==> config.mk <==
export PLATFORM = sky130hd
export DESIGN_NAME = alu_exec_unit_flat
export DESIGN_NICKNAME = d
export VERILOG_FILES = /design/src/rtl/alu_exec_if.sv /design/src/rtl/alu_exec_unit.sv /design/src/flat_wrapper.sv
export SDC_FILE = /design/constraint.sdc
export NUM_CORES = 1
export LEC_CHECK = 0
export CAP_MARGIN = 0
export CORE_MARGIN = 2
export CORE_UTILIZATION = 40
export DETAILED_ROUTE_END_ITERATION = 12
export GPL_ROUTABILITY_DRIVEN = 0
export PLACE_DENSITY = 0.66
export SLEW_MARGIN = 20
export SYNTH_ARGS = -nofsm -noshare
export SYNTH_HDL_FRONTEND = slang
export SYNTH_SLANG_ARGS = --single-unit
==> constraint.sdc <==
create_clock -name clk -period 5.4 [get_ports clk]
set_input_delay 1.08 -clock clk [delete_from_list [all_inputs] [get_ports clk]]
set_output_delay 1.08 -clock clk [all_outputs]
set_load 0.02 [all_outputs]
==> src/rtl/alu_exec_if.sv <==
// -----------------------------------------------------------------------------
// alu_exec_if
// Handshake/bus bundle between the SAP-2 control unit and the ALU execution
// unit.
//   master modport : control unit side. Drives the op request and the flag
//                    restore, and observes busy/done/result/flags.
//   slave modport  : ALU side.
// Signals:
//   start_i, op_i[3:0], a_i, b_i     op request (sampled while the ALU is idle)
//   flags_we_i, flags_i[2:0]         {C,N,Z} restore path
//   busy_o, done_o                   op in progress / one-cycle completion pulse
//   result_o                         registered result
//   flag_zero_o, flag_negative_o,
//   flag_carry_o                     Z/N/C flag register outputs
// -----------------------------------------------------------------------------
interface alu_exec_if #(
   parameter int DATA_WIDTH = 8
) ();
   logic                  start_i;
   logic [3:0]            op_i;
   logic [DATA_WIDTH-1:0] a_i;
   logic [DATA_WIDTH-1:0] b_i;
   logic                  flags_we_i;
   logic [2:0]            flags_i;
   logic                  busy_o;
   logic                  done_o;
   logic [DATA_WIDTH-1:0] result_o;
   logic                  flag_zero_o;
   logic                  flag_negative_o;
   logic                  flag_carry_o;

   modport master (
      output start_i, op_i, a_i, b_i, flags_we_i, flags_i,
      input  busy_o, done_o, result_o, flag_zero_o, flag_negative_o, flag_carry_o
   );

   modport slave (
      input  start_i, op_i, a_i, b_i, flags_we_i, flags_i,
      output busy_o, done_o, result_o, flag_zero_o, flag_negative_o, flag_carry_o
   );
endinterface

==> src/rtl/alu_exec_unit.sv <==
// -----------------------------------------------------------------------------
// alu_exec_unit
// Handshaked ALU execution unit for the SAP-2 datapath. Owns the Z/N/C flag
// register. Arithmetic/logic ops complete in one cycle; shifts and rotates run
// serially, one bit per cycle, for b_i[SHCNT_W-1:0] cycles.
// Ports:
//   clk    system clock, all state changes on posedge
//   reset  synchronous, active-high reset (aborts an op in flight, no done)
//   bus    alu_exec_if.slave: start/op/a/b request, flag restore,
//          busy/done handshake, registered result and flags
// -----------------------------------------------------------------------------
module alu_exec_unit #(
   parameter int DATA_WIDTH = 8,
   parameter int SHCNT_W    = $clog2(DATA_WIDTH)
) (
   input  logic      clk,
   input  logic      reset,
   alu_exec_if.slave bus
);
   localparam int W = DATA_WIDTH;
   localparam logic [W:0] ONE_X = {{W{1'b0}}, 1'b1};

   typedef enum logic [3:0] {
      OP_ADD = 4'h0, OP_ADC = 4'h1, OP_SUB = 4'h2, OP_SBB = 4'h3,
      OP_AND = 4'h4, OP_OR  = 4'h5, OP_XOR = 4'h6, OP_CMP = 4'h7,
      OP_INR = 4'h8, OP_DCR = 4'h9, OP_SHL = 4'hA, OP_SHR = 4'hB,
      OP_ROL = 4'hC, OP_ROR = 4'hD, OP_NOT = 4'hE, OP_PASS = 4'hF
   } op_e;

   // EXEC is the done_o cycle for every op; SHIFT iterates the serial path.
   typedef enum logic [1:0] {S_IDLE, S_EXEC, S_SHIFT} state_e;

   state_e             state_q, state_d;
   op_e                op_q, op_d;
   logic               busy_q, busy_d;
   logic               done_q, done_d;
   logic               z_q, z_d, n_q, n_d, c_q, c_d;
   logic [W-1:0]       result_q, result_d;
   logic [W-1:0]       sh_q, sh_d;
   logic [SHCNT_W-1:0] cnt_q, cnt_d;

   op_e                op_in;
   logic               is_shift_in;
   logic [SHCNT_W-1:0] cnt_in;

   assign op_in       = op_e'(bus.op_i);
   assign is_shift_in = op_in inside {OP_SHL, OP_SHR, OP_ROL, OP_ROR};
   assign cnt_in      = bus.b_i[SHCNT_W-1:0];

   // Single-cycle ALU, evaluated on the live inputs; only used on the
   // accepting edge, which is where the operands are captured.
   logic [W:0]   a_x, b_x, cin_x, alu_wide;
   logic [W-1:0] alu_res;
   logic         alu_c, alu_wr;

   always_comb begin
      // NOTE: every combinational output gets a default first, so no path
      // through the case leaves it unassigned and infers a latch.
      a_x      = {1'b0, bus.a_i};
      b_x      = {1'b0, bus.b_i};
      cin_x    = {{W{1'b0}}, c_q};
      alu_wide = a_x;
      alu_c    = c_q;
      alu_wr   = 1'b1;
      case (op_in)
         OP_ADD:  begin alu_wide = a_x + b_x;         alu_c = alu_wide[W]; end
         OP_ADC:  begin alu_wide = a_x + b_x + cin_x; alu_c = alu_wide[W]; end
         // Bit W of the wrapped difference is the unsigned borrow (a < b).
         OP_SUB:  begin alu_wide = a_x - b_x;         alu_c = alu_wide[W]; end
         OP_SBB:  begin alu_wide = a_x - b_x - cin_x; alu_c = alu_wide[W]; end
         OP_CMP:  begin alu_wide = a_x - b_x;         alu_c = alu_wide[W]; alu_wr = 1'b0; end
         OP_AND:  begin alu_wide = {1'b0, bus.a_i & bus.b_i}; alu_c = 1'b0; end
         OP_OR:   begin alu_wide = {1'b0, bus.a_i | bus.b_i}; alu_c = 1'b0; end
         OP_XOR:  begin alu_wide = {1'b0, bus.a_i ^ bus.b_i}; alu_c = 1'b0; end
         OP_INR:  alu_wide = a_x + ONE_X;
         OP_DCR:  alu_wide = a_x - ONE_X;
         OP_NOT:  alu_wide = {1'b0, ~bus.a_i};
         OP_PASS: alu_wide = b_x;
         default: ;  // shifts/rotates go through the serial path
      endcase
      alu_res = alu_wide[W-1:0];
   end

   // One step of the serial shifter on the captured operand.
   logic [W-1:0] sh_next;
   logic         sh_out;

   always_comb begin
      case (op_q)
         OP_SHL:  begin sh_next = {sh_q[W-2:0], 1'b0};      sh_out = sh_q[W-1]; end
         OP_SHR:  begin sh_next = {1'b0, sh_q[W-1:1]};      sh_out = sh_q[0];   end
         OP_ROL:  begin sh_next = {sh_q[W-2:0], sh_q[W-1]}; sh_out = sh_q[W-1]; end
         default: begin sh_next = {sh_q[0], sh_q[W-1:1]};   sh_out = sh_q[0];   end
      endcase
   end

   // Next-state and registered-output logic.
   always_comb begin
      state_d  = state_q;
      op_d     = op_q;
      busy_d   = busy_q;
      done_d   = 1'b0;
      z_d      = z_q;
      n_d      = n_q;
      c_d      = c_q;
      result_d = result_q;
      sh_d     = sh_q;
      cnt_d    = cnt_q;
      case (state_q)
         S_IDLE: begin
            busy_d = 1'b0;
            // Flag restore has priority; a coincident start is dropped.
            if (bus.flags_we_i) begin
               {c_d, n_d, z_d} = bus.flags_i;
            end else if (bus.start_i) begin
               op_d   = op_in;
               busy_d = 1'b1;
               if (is_shift_in && cnt_in != '0) begin
                  state_d = S_SHIFT;
                  sh_d    = bus.a_i;
                  cnt_d   = cnt_in;
               end else begin
                  state_d = S_EXEC;
                  done_d  = 1'b1;
                  if (is_shift_in) begin
                     // Zero-count shift: pass A through, carry untouched.
                     result_d = bus.a_i;
                     z_d      = ~|bus.a_i;
                     n_d      = bus.a_i[W-1];
                  end else begin
                     if (alu_wr) result_d = alu_res;
                     z_d = ~|alu_res;
                     n_d = alu_res[W-1];
                     c_d = alu_c;
                  end
               end
            end
         end
         S_SHIFT: begin
            sh_d  = sh_next;
            cnt_d = cnt_q - SHCNT_W'(1);
            if (cnt_q == SHCNT_W'(1)) begin
               state_d  = S_EXEC;
               done_d   = 1'b1;
               result_d = sh_next;
               z_d      = ~|sh_next;
               n_d      = sh_next[W-1];
               c_d      = sh_out;
            end
         end
         default: begin  // S_EXEC: done cycle, return to idle
            state_d = S_IDLE;
            busy_d  = 1'b0;
         end
      endcase
   end

   always_ff @(posedge clk) begin
      // NOTE: state registers use non-blocking assignments so every flop
      // samples the pre-edge value of every other flop.
      if (reset) begin
         state_q  <= S_IDLE;
         op_q     <= OP_ADD;
         busy_q   <= 1'b0;
         done_q   <= 1'b0;
         z_q      <= 1'b0;
         n_q      <= 1'b0;
         c_q      <= 1'b0;
         result_q <= '0;
         sh_q     <= '0;
         cnt_q    <= '0;
      end else begin
         state_q  <= state_d;
         op_q     <= op_d;
         busy_q   <= busy_d;
         done_q   <= done_d;
         z_q      <= z_d;
         n_q      <= n_d;
         c_q      <= c_d;
         result_q <= result_d;
         sh_q     <= sh_d;
         cnt_q    <= cnt_d;
      end
   end

   assign bus.busy_o          = busy_q;
   assign bus.done_o          = done_q;
   assign bus.result_o        = result_q;
   assign bus.flag_zero_o     = z_q;
   assign bus.flag_negative_o = n_q;
   assign bus.flag_carry_o    = c_q;
endmodule
==> src/flat_wrapper.sv <==
// flat-port wrapper written by rule: the top's interface ports become plain ports
module alu_exec_unit_flat 
#(
   parameter int DATA_WIDTH = 8,
   parameter int SHCNT_W    = $clog2(DATA_WIDTH)
)
  (clk, reset, bus_start_i, bus_op_i, bus_a_i, bus_b_i, bus_flags_we_i, bus_flags_i, bus_busy_o, bus_done_o, bus_result_o, bus_flag_zero_o, bus_flag_negative_o, bus_flag_carry_o);
  alu_exec_if #(.DATA_WIDTH(DATA_WIDTH)) bus_i ();
  input  logic clk;
  input  logic reset;
  input wire logic [$bits(bus_i.start_i)-1:0] bus_start_i;
  input wire logic [$bits(bus_i.op_i)-1:0] bus_op_i;
  input wire logic [$bits(bus_i.a_i)-1:0] bus_a_i;
  input wire logic [$bits(bus_i.b_i)-1:0] bus_b_i;
  input wire logic [$bits(bus_i.flags_we_i)-1:0] bus_flags_we_i;
  input wire logic [$bits(bus_i.flags_i)-1:0] bus_flags_i;
  output wire logic [$bits(bus_i.busy_o)-1:0] bus_busy_o;
  output wire logic [$bits(bus_i.done_o)-1:0] bus_done_o;
  output wire logic [$bits(bus_i.result_o)-1:0] bus_result_o;
  output wire logic [$bits(bus_i.flag_zero_o)-1:0] bus_flag_zero_o;
  output wire logic [$bits(bus_i.flag_negative_o)-1:0] bus_flag_negative_o;
  output wire logic [$bits(bus_i.flag_carry_o)-1:0] bus_flag_carry_o;
  assign bus_i.start_i = bus_start_i;
  assign bus_i.op_i = bus_op_i;
  assign bus_i.a_i = bus_a_i;
  assign bus_i.b_i = bus_b_i;
  assign bus_i.flags_we_i = bus_flags_we_i;
  assign bus_i.flags_i = bus_flags_i;
  assign bus_busy_o = bus_i.busy_o;
  assign bus_done_o = bus_i.done_o;
  assign bus_result_o = bus_i.result_o;
  assign bus_flag_zero_o = bus_i.flag_zero_o;
  assign bus_flag_negative_o = bus_i.flag_negative_o;
  assign bus_flag_carry_o = bus_i.flag_carry_o;
  alu_exec_unit #(.DATA_WIDTH(DATA_WIDTH), .SHCNT_W(SHCNT_W)) u_core (.clk(clk), .reset(reset), .bus(bus_i));
endmodule
### After elaboration in Yosys (flattened, before gate mapping)

Cells that the tools add are included.
Widths: inputs -> output; s select.

| operators by class | value |
|---|---|
| reduce and logical (&&, ||, !) cells | 21 |
| equality and inequality tests | 30 |
| mux-type cells | 50 |
| $add $sub $neg | 7 |
| bitwise operators | 5 |

Operator list:

| kind | count |
|---|---|
| $pmux 8 s11 | 1 |
| $mux 8 | 9 |
| $eq 4x4->1 const B | 11 |
| $pmux 8 s2 | 2 |
| $pmux 8 s3 | 1 |
| $reduce_or 8->1 | 3 |
| $mux 1 | 22 |
| $eq 4x3->1 const B | 4 |
| $reduce_and 6->1 | 2 |
| $pmux 1 s2 | 5 |
| $add 8x8->9 | 1 |
| $add 9x1->9 | 1 |
| $mux 3 | 3 |
| $ne 3x3->1 const B | 3 |
| $sub 8x8->9 | 1 |
| $sub 9x1->9 | 1 |
| $add 8x1->8 const B | 1 |
| $and 8x8->8 | 1 |
| $eq 4x2->1 const B | 2 |
| $mux 2 | 4 |
| $not 8->8 | 1 |
| $or 8x8->8 | 1 |
| $reduce_and 4->1 | 2 |
| $sub 8x1->8 const B | 1 |
| other kinds (23) | 30 |

| storage, ports and cells | value |
|---|---|
| output and inout bits | 13 |
| flip-flop bits (word level) | 30 |
| input port bits | 27 |
| logic and storage cells | 123 |

### Longest topological paths before layout

| logic depth | value |
|---|---|
| word-level depth | 10 |
| depth in mapped cells | 14 |
| mapped depth without buffers | 12 |

### Least setup slack after synthesis

Ideal clock, no wire load.

| timing path | value |
|---|---|
| kind | input port to flip-flop |
| start point | input port bus_op_i[3] |
| end point | register u_core.result_q[5] (netlist: u_core.bus.result_o[5]) |
| required time | 5,284 ps |
| setup slack | 1,080 ps |
| data arrival time | 4,204 ps |
| cell stages on the path | 13 |
| library setup time | 116 ps |
| buffers on the path | 3 |
| cell sequence | clkbuf_1 clkbuf_1 clkbuf_1 and3_1 ha_1 and3_1 a2111oi_2 xnor2_1 o32ai_1 a221o_1 o32ai_1 nand2_1 a31o_1 |

| on the way | value |
|---|---|
| word-level cells in the longest chain between the ends | 9 |
| elaborated cells between the ends (all ways) | 29 |
| those cells by class | 17 x eq/ne; 7 x mux; 5 x reduce/logical |

RTL lines:

| element | line | RTL |
|---|---|---|
| from (decl) | flat_wrapper.sv:12 | `input wire logic [$bits(bus_i.op_i)-1:0] bus_op_i;` |
| $eq 4x2->1 / $eq 4x3->1 (equally long branches) | alu_exec_unit.sv:65 | `case (op_in)` |
| $reduce_or 2->1 (no line) | - |  |
| $pmux 8 s11 | alu_exec_unit.sv:65 |  |
| $mux 8 | alu_exec_unit.sv:131 | `if (alu_wr) result_d = alu_res;` |
| $mux 8 | alu_exec_unit.sv:125 | `if (is_shift_in) begin` |
| $mux 8 | alu_exec_unit.sv:118 | `if (is_shift_in && cnt_in != '0) begin` |
| $mux 8 | alu_exec_unit.sv:115 | `end else if (bus.start_i) begin` |
| $mux 8 | alu_exec_unit.sv:113 | `if (bus.flags_we_i) begin` |
| $pmux 8 s2 | alu_exec_unit.sv:109 | `case (state_q)` |
| to (signal assigned) | alu_exec_unit.sv:180 | `result_q <= result_d;` |
| to (decl) | alu_exec_unit.sv:38 | `logic [W-1:0] result_q, result_d;` |

Several ways; a longest one is shown, not always the timed one. The select of a mux whose other input is x is not followed.
A chain may end at the register's enable or synchronous reset.

### Worst setup path after layout

| timing path | value |
|---|---|
| start point | input port bus_a_i[0] |
| end point | register u_core.result_q[7] (netlist: u_core.bus.result_o[7]) |

| on the way | value |
|---|---|
| word-level cells in the longest chain between the ends | 9 |
| elaborated cells between the ends (all ways) | 13 |
| those cells by class | 6 x add/sub; 7 x mux |

RTL lines:

| element | line | RTL |
|---|---|---|
| from (decl) | flat_wrapper.sv:13 | `input wire logic [$bits(bus_i.a_i)-1:0] bus_a_i;` |
| $sub 8x8->9 / $add 8x8->9 (equally long branches) | - |  |
| $sub 9x1->9 / $add 9x1->9 (equally long branches) | alu_exec_unit.sv:70, alu_exec_unit.sv:67 |  |
| $pmux 8 s11 (*) | alu_exec_unit.sv:65 |  |
| $mux 8 (*) | alu_exec_unit.sv:131 |  |
| $mux 8 (*) | alu_exec_unit.sv:125 |  |
| $mux 8 (*) | alu_exec_unit.sv:118 |  |
| $mux 8 (*) | alu_exec_unit.sv:115 |  |
| $mux 8 (*) | alu_exec_unit.sv:113 |  |
| $pmux 8 s2 (*) | alu_exec_unit.sv:109 |  |

Every way passes the cells marked *; elsewhere a longest branch is shown, timed or not. The select of a mux whose other input is x is not followed.

==> impl_metrics.py <==
metrics = {
    "worst_setup_path": {
        "cpMaxStageDelayCell": "clkdlybuf4s50_1",
        "critical-path-top-delay-family": "compound AO/OA/AOI/OAI gates",
        "cp-start-kind": "primary input",
        "critPathBufInv": 2,
        "crit_type": "primary input to register",
        "crit_chain": "clkdlybuf4s50_1 > inv_1 > ha_1 > fa_1 > or2_4 > a211oi_1 > o311ai_4 > nor2b_1 > and3_1 > o21bai_1 > a31o_1 > nand2_1 > a31o_1",
        "worstPathArrival_ns": 4.62,
        "cp-end-kind": "register",
        "slowest_delay_ns": 0.67,
        "cpMostUsedCell": "a31o_1",
        "critPathMaxFanout": 7,
        "crit_required_ns": 5.57,
    },
    "synth": {
        "yosys_most_used_dff": "dfxtp_1",
        "synth.distinct_cells": 86,
        "synth_area_um2": 4050,
        "async_flop_share_pct": 0,
        "yosysMostFrequentCell": "nor2_1",
        "synth_edf_count": 0,
        "yosys.area_share.simple_pct": 24.7,
        "synth_commonest_cells": "nor2_1 (61), a21oi_1 (41), nand2_1 (41)",
        "synth.avg_cell_area_um2": 7.48,
        "ys_seq_elements": 30,
        "synth_top_area_share_pct": 14.8,
        "ys_seq_area_share_pct": 14.8,
        "syn_nets": 607,
        "synth_xor_area_share_pct": 6.43,
        "synth_compound_area_share_pct": 30.1,
        "synth-adder-area-share_pct": 12.6,
        "synth_mux_area_share_pct": 4.45,
        "yosysWarnings": 0,
        "synth_cells": 541,
        "synth_top_area_cell": "dfxtp_1",
        "synthTopCellsByArea": "dfxtp_1 (15%), ha_1 (11%), nor2_1 (5.7%), a21oi_1 (5.1%), mux2i_1 (4.5%)",
        "synth_top_family_by_area": "compound AO/OA/AOI/OAI gates",
    },
    "pwr": {
        "powerDensity_nw_per_um2": 183,
        "ir_drop_mv": 0.108,
        "power.leakage_nw": 1.83,
    },
    "floorplanning": {
        "io_pins": 40,
        "start_util_pct": 41.2,
        "dieArea_um2": 10900,
        "die_y_um": 105,
        "die_x_um": 105,
        "coreArea_um2": 9820,
        "rows": 36,
    },
    "timing": {
        "worstMarginPinSlew_ns": 0.842,
        "fmax_mhz": 225,
        "period_needed_ns": 4.45,
        "slew_violations": 0,
        "hold_viol": 0,
        "finalSetupTns_ns": 0,
        "period_share_pct": 82.3,
        "finClkSkew_ns": 0.00806,
        "fin_ws_ns": 0.954,
        "rsz0062_at_grt": "no",
        "slew-limit-headroom_pct": 43.4,
        "setup_violations": 0,
    },
    "worst_hold_path": {
        "hold_path_class": "register to register",
    },
    "routing": {
        "drt_wl_total_um": 13100,
        "dr_total_vias": 4269,
        "drcViolationCount": 0,
        "wire_per_inst_um": 18.8,
        "viasPerCell": 6.12,
        "first_pass_iters": 6,
        "ant_nets": 0,
        "drtIter0Drc": 421,
    },
    "clock_tree": {
        "cts_sinks": 30,
        "hold_buffers": 0,
        "root_buffer": "clkbuf_8",
        "cts_buffers": 5,
        "clkLatencyLatePin_ns": 0.28,
        "cts.clk_slew.worst_paths_ns": 0.06,
        "ctsHtreeMaxLevel": 2,
        "ctsResizeCount": 0,
        "cts_tree": "built",
        "cts_setup_buffers": 0,
        "cts.path.max_buffers": 2,
    },
    "placed_design": {
        "post_dp_cell_area_um2": 4520,
        "port_buffers": 39,
        "hpwlAfterDp_um": 10000,
        "dp_slack_ns": 0.705,
    },
    "global_routing": {
        "overflow": 0,
        "grt_pass1_wl_um": 20800,
        "antenna_found_initial": 0,
        "track_usage_pct": 23.4,
        "first_global_vias": 3945,
        "grt_max_degree": 38,
    },
    "run": {
        "max_cap_viol_count": 0,
    },
    "finish": {
        "nFillCells": 1006,
        "antenna_cells": 0,
        "areaGrowthSynthToFinish_pct": 14.0,
        "nets": 630,
        "post-route-cell-area_um2": 4610,
        "drive_gt1_share_pct": 6.90,
    },
    "run_status": {
        "outcome": "completed",
    },
}
registers in the layout, summed over array words and instances, names as in the netlist:
register,flops
u_core.bus.flag_zero_o,1
u_core.cnt_q,3
u_core.state_q,2
u_core.sh_q,8
u_core.bus.done_o,1
u_core.bus.busy_o,1
u_core.bus.flag_carry_o,1
u_core.op_q,4
u_core.bus.flag_negative_o,1
u_core.bus.result_o,8
metrics by stage:
step	power, mW	utilization [%]	hold WS (ns)	instances
after floorplan	0.533	-	0.471	541
after global placement	0.644	46.0	0.457	690
after detailed placement	0.651	46.0	0.465	690
after CTS	0.843	47.0	0.474	698
after global routing	0.894	47.0	0.489	698
final	0.845	47.0	0.471	698
power breakdown:
| group | switching (mW) | internal [mW] |
|---|---|---|
| registers | 0.0133 | 0.235 |
| clock network | 0.0874 | 0.102 |
| logic | 0.242 | 0.165 |
| total | 0.343 | 0.502 |
layout make-up:
type | count | area (um^2) | area share, %
clock buffer | 6 | 82.6 | 1.79
clock inverter | 2 | 12.5 | 0.271
inverter | 30 | 115 | 2.50
multi-input combinational | 448 | 3170 | 68.7
sequential | 30 | 601 | 13.0
tap | 133 | 166 | 3.61
timing repair buffer | 49 | 465 | 10.1
layer usage:
metal  up-vias  global-route usage [%]  wire (um)
li1       2010                       -          -
met1      2009                    33.0       5730
met2       210                    36.6       5880
met3        40                    3.68       1170
met4         0                    7.05        339
met5         -                       0          0
layout by cell type (no fill, tap or decap), drive strengths merged, types with 4 or more instances in the layout:
master and n:
a211oi 12, a21o 4, a21oi 42, a31oi 9
and2 5, and3 6, buf 10, clkbuf 6
clkdlybuf4s50 39, dfxtp 30, ha 36, inv 30
mux2i 18, nand2 41, nand2b 14, nand3 11
nand4 4, nor2 61, nor2b 11, nor3 14
nor3b 4, nor4 4, o211ai 9, o21ai 29
o21bai 5, o22ai 6, o311ai 5, o32ai 4
or2 7, xnor2 17, xor2 11
worst reg2reg max path, cell delays in order (launching register included):
cell,delay (ns)
dfxtp_1,0.47
ha_1,0.28
a21oi_1,0.14
o22ai_1,0.09
a221o_1,0.36
a21oi_1,0.27
or4bb_1,0.51
a21oi_1,0.14
a41o_1,0.19
final timing paths:
check             slack [ns]                endpoint                    start  depth (start not counted)
setup / recovery        0.95  u_core.bus.result_o[7]               bus_a_i[0]                         13
hold / removal          0.47  u_core.bus.result_o[2]   u_core.bus.result_o[2]                          2
setup reg to reg        2.88  u_core.bus.flag_zero_o  u_core.bus.flag_carry_o                          8
hold reg to reg         0.47  u_core.bus.result_o[2]   u_core.bus.result_o[2]                          2
cell families after synthesis:
family                     after synthesis
AOI/OAI and AO/OA                      169
and+or+nand+nor                        194
DFF                                     30
buffers and inverters                   63
muxes                                   18
adders and majority gates               39
xor gates and xnor gates                28
(Power assumes the default switching activity.)
